**config.mk**
```make
export PLATFORM = sky130hd
export DESIGN_NAME = memory_read_req_tracker
export DESIGN_NICKNAME = d
export VERILOG_FILES = /design/src/rtl/memory_read_req_tracker.sv
export SDC_FILE = /design/constraint.sdc
export NUM_CORES = 1
export LEC_CHECK = 0
export ABC_AREA = 1
export CORE_MARGIN = 2
export CORE_UTILIZATION = 45
export DETAILED_ROUTE_END_ITERATION = 10
export GPL_ROUTABILITY_DRIVEN = 0
export PLACE_DENSITY = 0.73
export SKIP_LAST_GASP = 1
export SYNTH_ARGS = -nofsm -noshare
export SYNTH_HDL_FRONTEND = slang
export SYNTH_SLANG_ARGS = --single-unit
```
**constraint.sdc**
```tcl
create_clock -name clk -period 4.6 [get_ports clk]
set_input_delay 0.46 -clock clk [delete_from_list [all_inputs] [get_ports clk]]
set_output_delay 0.46 -clock clk [all_outputs]
set_load 0.01 [all_outputs]
```
**src/rtl/memory_read_req_tracker.sv**
```systemverilog
// Read-request tracker: allocates request IDs and serials, issues {id, addr} reads, and returns responses by serial.
// Optional watchdog (per-ID age counters driving errTimeout) is enabled by RSD_MEM_READ_TRACKER_WATCHDOG_EN.
module memory_read_req_tracker #(
    parameter int ID_WIDTH       = 4,
    parameter int ADDR_WIDTH     = 32,
    parameter int DATA_WIDTH     = 64,
    parameter int SERIAL_WIDTH   = 8,
    parameter int TIMEOUT_CYCLES = 255
) (
    input  logic                    clk,
    input  logic                    rst,
    input  logic                    reqValid,
    input  logic [ADDR_WIDTH-1:0]   reqAddr,
    output logic                    reqReady,
    output logic [SERIAL_WIDTH-1:0] reqSerial,
    output logic                    arValid,
    output logic [ID_WIDTH-1:0]     arId,
    output logic [ADDR_WIDTH-1:0]   arAddr,
    input  logic                    arReady,
    input  logic                    rValid,
    input  logic [ID_WIDTH-1:0]     rId,
    input  logic [DATA_WIDTH-1:0]   rData,
    output logic                    rReady,
    output logic                    respValid,
    output logic [SERIAL_WIDTH-1:0] respSerial,
    output logic [DATA_WIDTH-1:0]   respData,
    input  logic                    respReady,
    output logic                    errUnknownId,
    output logic                    errTimeout
);
    localparam int unsigned NUM_IDS = 1 << ID_WIDTH;

    logic [NUM_IDS-1:0]      busy;
    logic [SERIAL_WIDTH-1:0] serialOf [NUM_IDS];
    logic [SERIAL_WIDTH-1:0] nextSerial;
    logic                    anyFree;
    logic [ID_WIDTH-1:0]     allocId;
    logic                    accept;
    logic                    rFire;
    logic                    rHit;

    // Scan downwards so the last assignment wins: lowest free index of the registered busy vector.
    always_comb begin
        anyFree = 1'b0;
        allocId = '0;
        for (int unsigned i = NUM_IDS; i > 0; i--) begin
            if (!busy[i-1]) begin
                anyFree = 1'b1;
                allocId = ID_WIDTH'(i - 1);
            end
        end
    end

    always_comb begin
        reqReady  = anyFree && (!arValid || arReady);
        reqSerial = nextSerial;
        accept    = reqValid && reqReady;
        rReady    = !respValid || respReady;
        rFire     = rValid && rReady;
        rHit      = rFire && busy[rId];
    end

    // allocId is never busy and rId must be busy for a hit, so set and clear never target the same bit.
    always_ff @(posedge clk) begin
        if (rst) begin
            busy         <= '0;
            nextSerial   <= '0;
            arValid      <= 1'b0;
            arId         <= '0;
            arAddr       <= '0;
            respValid    <= 1'b0;
            respSerial   <= '0;
            respData     <= '0;
            errUnknownId <= 1'b0;
        end else begin
            if (accept) begin
                busy[allocId] <= 1'b1;
                arValid       <= 1'b1;
                arId          <= allocId;
                arAddr        <= reqAddr;
                nextSerial    <= nextSerial + 1'b1;
            end else if (arValid && arReady) begin
                arValid <= 1'b0;
            end

            if (rHit) begin
                busy[rId]  <= 1'b0;
                respValid  <= 1'b1;
                respSerial <= serialOf[rId];
                respData   <= rData;
            end else if (respValid && respReady) begin
                respValid <= 1'b0;
            end

            if (rFire && !busy[rId]) begin
                errUnknownId <= 1'b1;
            end
        end
    end

    always_ff @(posedge clk) begin
        if (accept) begin
            serialOf[allocId] <= nextSerial;
        end
    end

`ifdef RSD_MEM_READ_TRACKER_WATCHDOG_EN
    logic [7:0] age [NUM_IDS];
    logic       anyExpired;
    logic       timeoutFlag;

    // Counters saturate so a long-stuck ID cannot wrap back below the limit.
    always_ff @(posedge clk) begin
        for (int unsigned i = 0; i < NUM_IDS; i++) begin
            if (accept && (allocId == ID_WIDTH'(i))) begin
                age[i] <= '0;
            end else if (busy[i] && (age[i] != '1)) begin
                age[i] <= age[i] + 8'd1;
            end
        end
    end

    always_comb begin
        anyExpired = 1'b0;
        for (int unsigned i = 0; i < NUM_IDS; i++) begin
            if (busy[i] && (age[i] == 8'(TIMEOUT_CYCLES))) begin
                anyExpired = 1'b1;
            end
        end
    end

    always_ff @(posedge clk) begin
        if (rst) begin
            timeoutFlag <= 1'b0;
        end else if (anyExpired) begin
            timeoutFlag <= 1'b1;
        end
    end

    assign errTimeout = timeoutFlag;
`else
    assign errTimeout = 1'b0;
`endif

endmodule

```
==> metrics.md <==
| Metric | Value |
|---|---|
| Die Height | `around 150 um` |
| Number of top-level pins | `~230` |
| Cells after DPL | `roughly 1.4k` |
| Reg-to-Reg End | `serialOf[15][4]$_DFFE_PP_` |
| Post-Synthesis Mean Instance Area | `around 10 um^2` |
| Number of max-capacitance violations reported | `0` |
| Cts repair resizes | `0` |
| Count of vias placed by the detailed router | `around 7.8k` |
| Average detailed-routed wire length per instance | `between 15 and 20 um` |
| Number of buffers added for setup after CTS | `0` |
| First-pass GRT wire length | `about 41000 um` |
| Cell depth of the worst min-delay path | `2` |
| Transition time at the pin with the least slew margin | `848 ps` |
| Post-route antenna net violation count | `0` |
| Leading cell type in the layout, fill and taps excluded | `sky130_fd_sc_hd__clkdlybuf4s50_1` |
| Number of antenna violations at the first check in global routing | `0` |
| Total setup violations reported at the end of the flow | `0` |
| Clock Root Buffer | `sky130_fd_sc_hd__clkbuf_16` |
| Port-buffer cells | `226` |
| Power density over cell area | `approximately 380 nW/um^2` |
| Largest net degree at the start of global routing | `75` |
| Site Rows | `54` |
| Total half-perimeter wirelength after legalization and detailed placement | `~18000 um` |
| Total count of max-transition violations in the final report | `0` |
| Total routed wirelength | `about 27000 um` |
| Total track usage | `approximately 22%` |
| Tightest slew margin relative to the limit | `between 40% and 50%` |
| Clk_lat worst skew | `roughly 540 ps` |
| Drt first-iter violations | `909` |
| Flip-flop cell with the highest count after synthesis | `sky130_fd_sc_hd__dfxtp_1` |
| Number of clock sinks | `roughly 260` |
| Number of warnings printed during yosys synthesis | `0` |
| Count of flip-flops with a built-in enable after synthesis | `around 130` |
| Critical path arrival | `between 3000 and 4000 ps` |
| RR Startpoint | `busy[6]$_SDFF_PP0_` |
| Hold Path Class | `flop to flop` |
| Clock slew seen by the registers of the worst setup and hold paths | `about 60 ps` |
| Worst-path fanout max | `36` |
| Number of clock buffers inserted by TritonCTS | `27` |
| Initial cell density of the core | `a little under half` |
| Die width | `~150 um` |
| Antenna Diode Count | `0` |
| Final worst clock skew | `between 20 and 25 ps` |
| Net count after synthesis | `between 1k and 1.5k` |
| Req. time, crit path | `5050 ps` |
| Setup TNS Final | `0 ps` |
| Area added between synthesis and finish | `32.4%` |
| Sequential share of the synthesized area | `about two thirds` |
| Post-synthesis sequential element count | `about 260` |
| Hold Crit Endpoint | `arAddr[25]$_SDFFE_PP0P_` |
| Classification of the worst setup path | `primary input to flop` |
| TritonCTS clock tree | `done` |
| Highest-count cells in the layout ignoring fill and taps | `226 x sky130_fd_sc_hd__clkdlybuf4s50_1, 149 x sky130_fd_sc_hd__nor2_1, 135 x sky130_fd_sc_hd__dfxtp_1, 128 x sky130_fd_sc_hd__edfxtp_1, 114 x sky130_fd_sc_hd__nand2_1` |
| Share of post-route cells with drive strength above 1 | `under 10%` |
| Number of H-tree levels | `1` |
| Residual DRC count | `0` |
| Critical Path End Type | `flop` |
| Hold violation count in the final report | `0` |
| Beginning of the worst hold path | `arAddr[25]$_SDFFE_PP0P_` |
| Grt total ovfl | `0` |
| Leakage power of the design | `between 0.004 and 0.005 uW` |
| Floorplan die area | `about 23000 um^2` |
| Core box area | `approximately 22000 um^2` |
| Worst vdd rail ir drop | `0.000283 V` |
| Vias in the first global route | `7379` |
| First-pass iteration count of the detailed router | `5` |
| Maximum root-to-sink buffer count | `3` |
| Fin nets | `~1.3k` |
| Depth of the most critical reg-to-reg path | `9` |
| Via/cell ratio | `5.35` |
| Tcrit/Tclk final | `between 60% and 70%` |
| Status | `finished, final reports clean` |
| RSZ-0062 raised after global routing | `no` |
| Cell area after technology mapping | `between 9000 and 10000 um^2` |
| Instance count of the mapped netlist | `958` |
| Critical path launch point type | `primary input` |
| Fmax | `~0.36 GHz` |
| Layout Cells excl Fill | `between 1k and 1.5k` |
| Final worst path period need | `about 2800 ps` |
| Worst-case register-to-register setup slack | `between 1500 and 2000 ps` |
| Hold buffers post-CTS | `0` |
| Fraction of registers with async set/reset | `0%` |
| Distinct cell type count of the synthesized netlist | `just over 40` |
## worst max-delay path: stages
cell and delay [ps]:
sky130_fd_sc_hd__clkdlybuf4s50_1 660, sky130_fd_sc_hd__nor2_8 580, sky130_fd_sc_hd__nand2_1 90, sky130_fd_sc_hd__o21ai_0 100, sky130_fd_sc_hd__o21bai_1 90, sky130_fd_sc_hd__nand4_1 140
sky130_fd_sc_hd__nand2_2 70, sky130_fd_sc_hd__inv_2 420, sky130_fd_sc_hd__buf_4 420, sky130_fd_sc_hd__nor2_1 90, sky130_fd_sc_hd__nor2_1 120
## registers in the layout, summed over array words and instances, names as in the netlist, 4 cells and up
signal and count:
arAddr 32, arId 4, busy 16, reqSerial 8
respData 64, respSerial 8, serialOf 128
## power by group
part,internal (uW),leakage [uW],switching (uW)
Clock,1230,0.000420,893
Combinational,180,0.00189,179
Sequential,2480,0.00233,30.2
## worst max-delay path by stage
stage / from / endpoint / slack, ps / cells after the start
final: rId[0] / respData[24]$_SDFFE_PP0P_ / 1790 / 11
after global placement: rId[0] / respData[13]$_SDFFE_PP0P_ / 1390 / 11
after CTS: rId[0] / respData[24]$_SDFFE_PP0P_ / 1810 / 11
after floorplan: busy[0]$_SDFF_PP0_ / serialOf[15][0]$_DFFE_PP_ / 2700 / 10
after detailed placement: rId[0] / respData[25]$_SDFFE_PP0P_ / 1280 / 11
after global routing: rId[0] / respData[24]$_SDFFE_PP0P_ / 1540 / 11
## area by class of cell
type | count | area [um^2]
clock buffers | 38 | 777
clock inverters | 11 | 88.8
fillers | 1784 | 8600
inverters | 52 | 200
multi-input cells | 585 | 2890
flip-flops and latches | 263 | 6550
well taps | 280 | 350
repair buffers | 232 | 2310
## per-layer routing
metal	track usage (%)	up-vias	part of all wire [%]
met1	29.4	3667	41
met3	3.78	47	7.4
li1	-	3752	-
met5	0	-	0
met4	7.01	0	2.5
met2	36.2	345	49
## synthesized netlist by cell type (2+ instances only)
cell / number / area (um^2)
sky130_fd_sc_hd__nor2_2: 2 / 12.5
sky130_fd_sc_hd__buf_4: 4 / 30.0
sky130_fd_sc_hd__buf_6: 8 / 90.1
sky130_fd_sc_hd__nor2_1: 149 / 559
sky130_fd_sc_hd__a22oi_1: 64 / 480
sky130_fd_sc_hd__dfxtp_1: 135 / 2700
sky130_fd_sc_hd__clkbuf_1: 33 / 124
sky130_fd_sc_hd__o22ai_1: 3 / 18.8
sky130_fd_sc_hd__nor3_1: 3 / 15.0
sky130_fd_sc_hd__nand2_2: 8 / 50.1
sky130_fd_sc_hd__o21bai_1: 2 / 15.0
sky130_fd_sc_hd__a21oi_1: 95 / 475
sky130_fd_sc_hd__clkinv_1: 4 / 15.0
sky130_fd_sc_hd__nand2_1: 114 / 428
sky130_fd_sc_hd__nand4_1: 12 / 75.1
sky130_fd_sc_hd__nor4_1: 11 / 68.8
sky130_fd_sc_hd__buf_2: 10 / 50.1
sky130_fd_sc_hd__nand3_1: 17 / 85.1
sky130_fd_sc_hd__inv_4: 2 / 12.5
sky130_fd_sc_hd__inv_1: 41 / 154
sky130_fd_sc_hd__o21ai_1: 29 / 145
sky130_fd_sc_hd__buf_1: 2 / 7.51
sky130_fd_sc_hd__edfxtp_1: 128 / 3840
sky130_fd_sc_hd__inv_2: 5 / 18.8
sky130_fd_sc_hd__o21ai_0: 61 / 305
## logic make-up (layout without fill, tap and decap cells)
family                   count (synthesis)  count (layout)  share of synthesized area, %
adder cells (fa/ha/maj)                  1               1                         0.126
buffers and inverters                  110             333                          5.10
other                                    1               1                        0.0377
AO/OA/AOI/OAI                          261             261                          15.2
flip-flops                             263             263                          65.8
AND/OR/NAND/NOR                        322             322                          13.7
## per-stage QoR
| step | worst slack, ps | hold slack, ps | total power [uW] | area (um^2) | util, % |
|---|---|---|---|---|---|
| floorplan | 2700 | 466 | 2720 | 9940 | - |
| global placement | 1390 | 451 | 2910 | 12300 | 56.5 |
| detailed placement | 1280 | 456 | 2920 | 12300 | 56.5 |
| CTS | 1810 | 465 | 5020 | 13200 | 60.5 |
| global route | 1540 | 485 | 5160 | 13200 | 60.5 |
| finish | 1790 | 462 | 5000 | 13200 | 60.5 |
(Power assumes the default switching activity.)
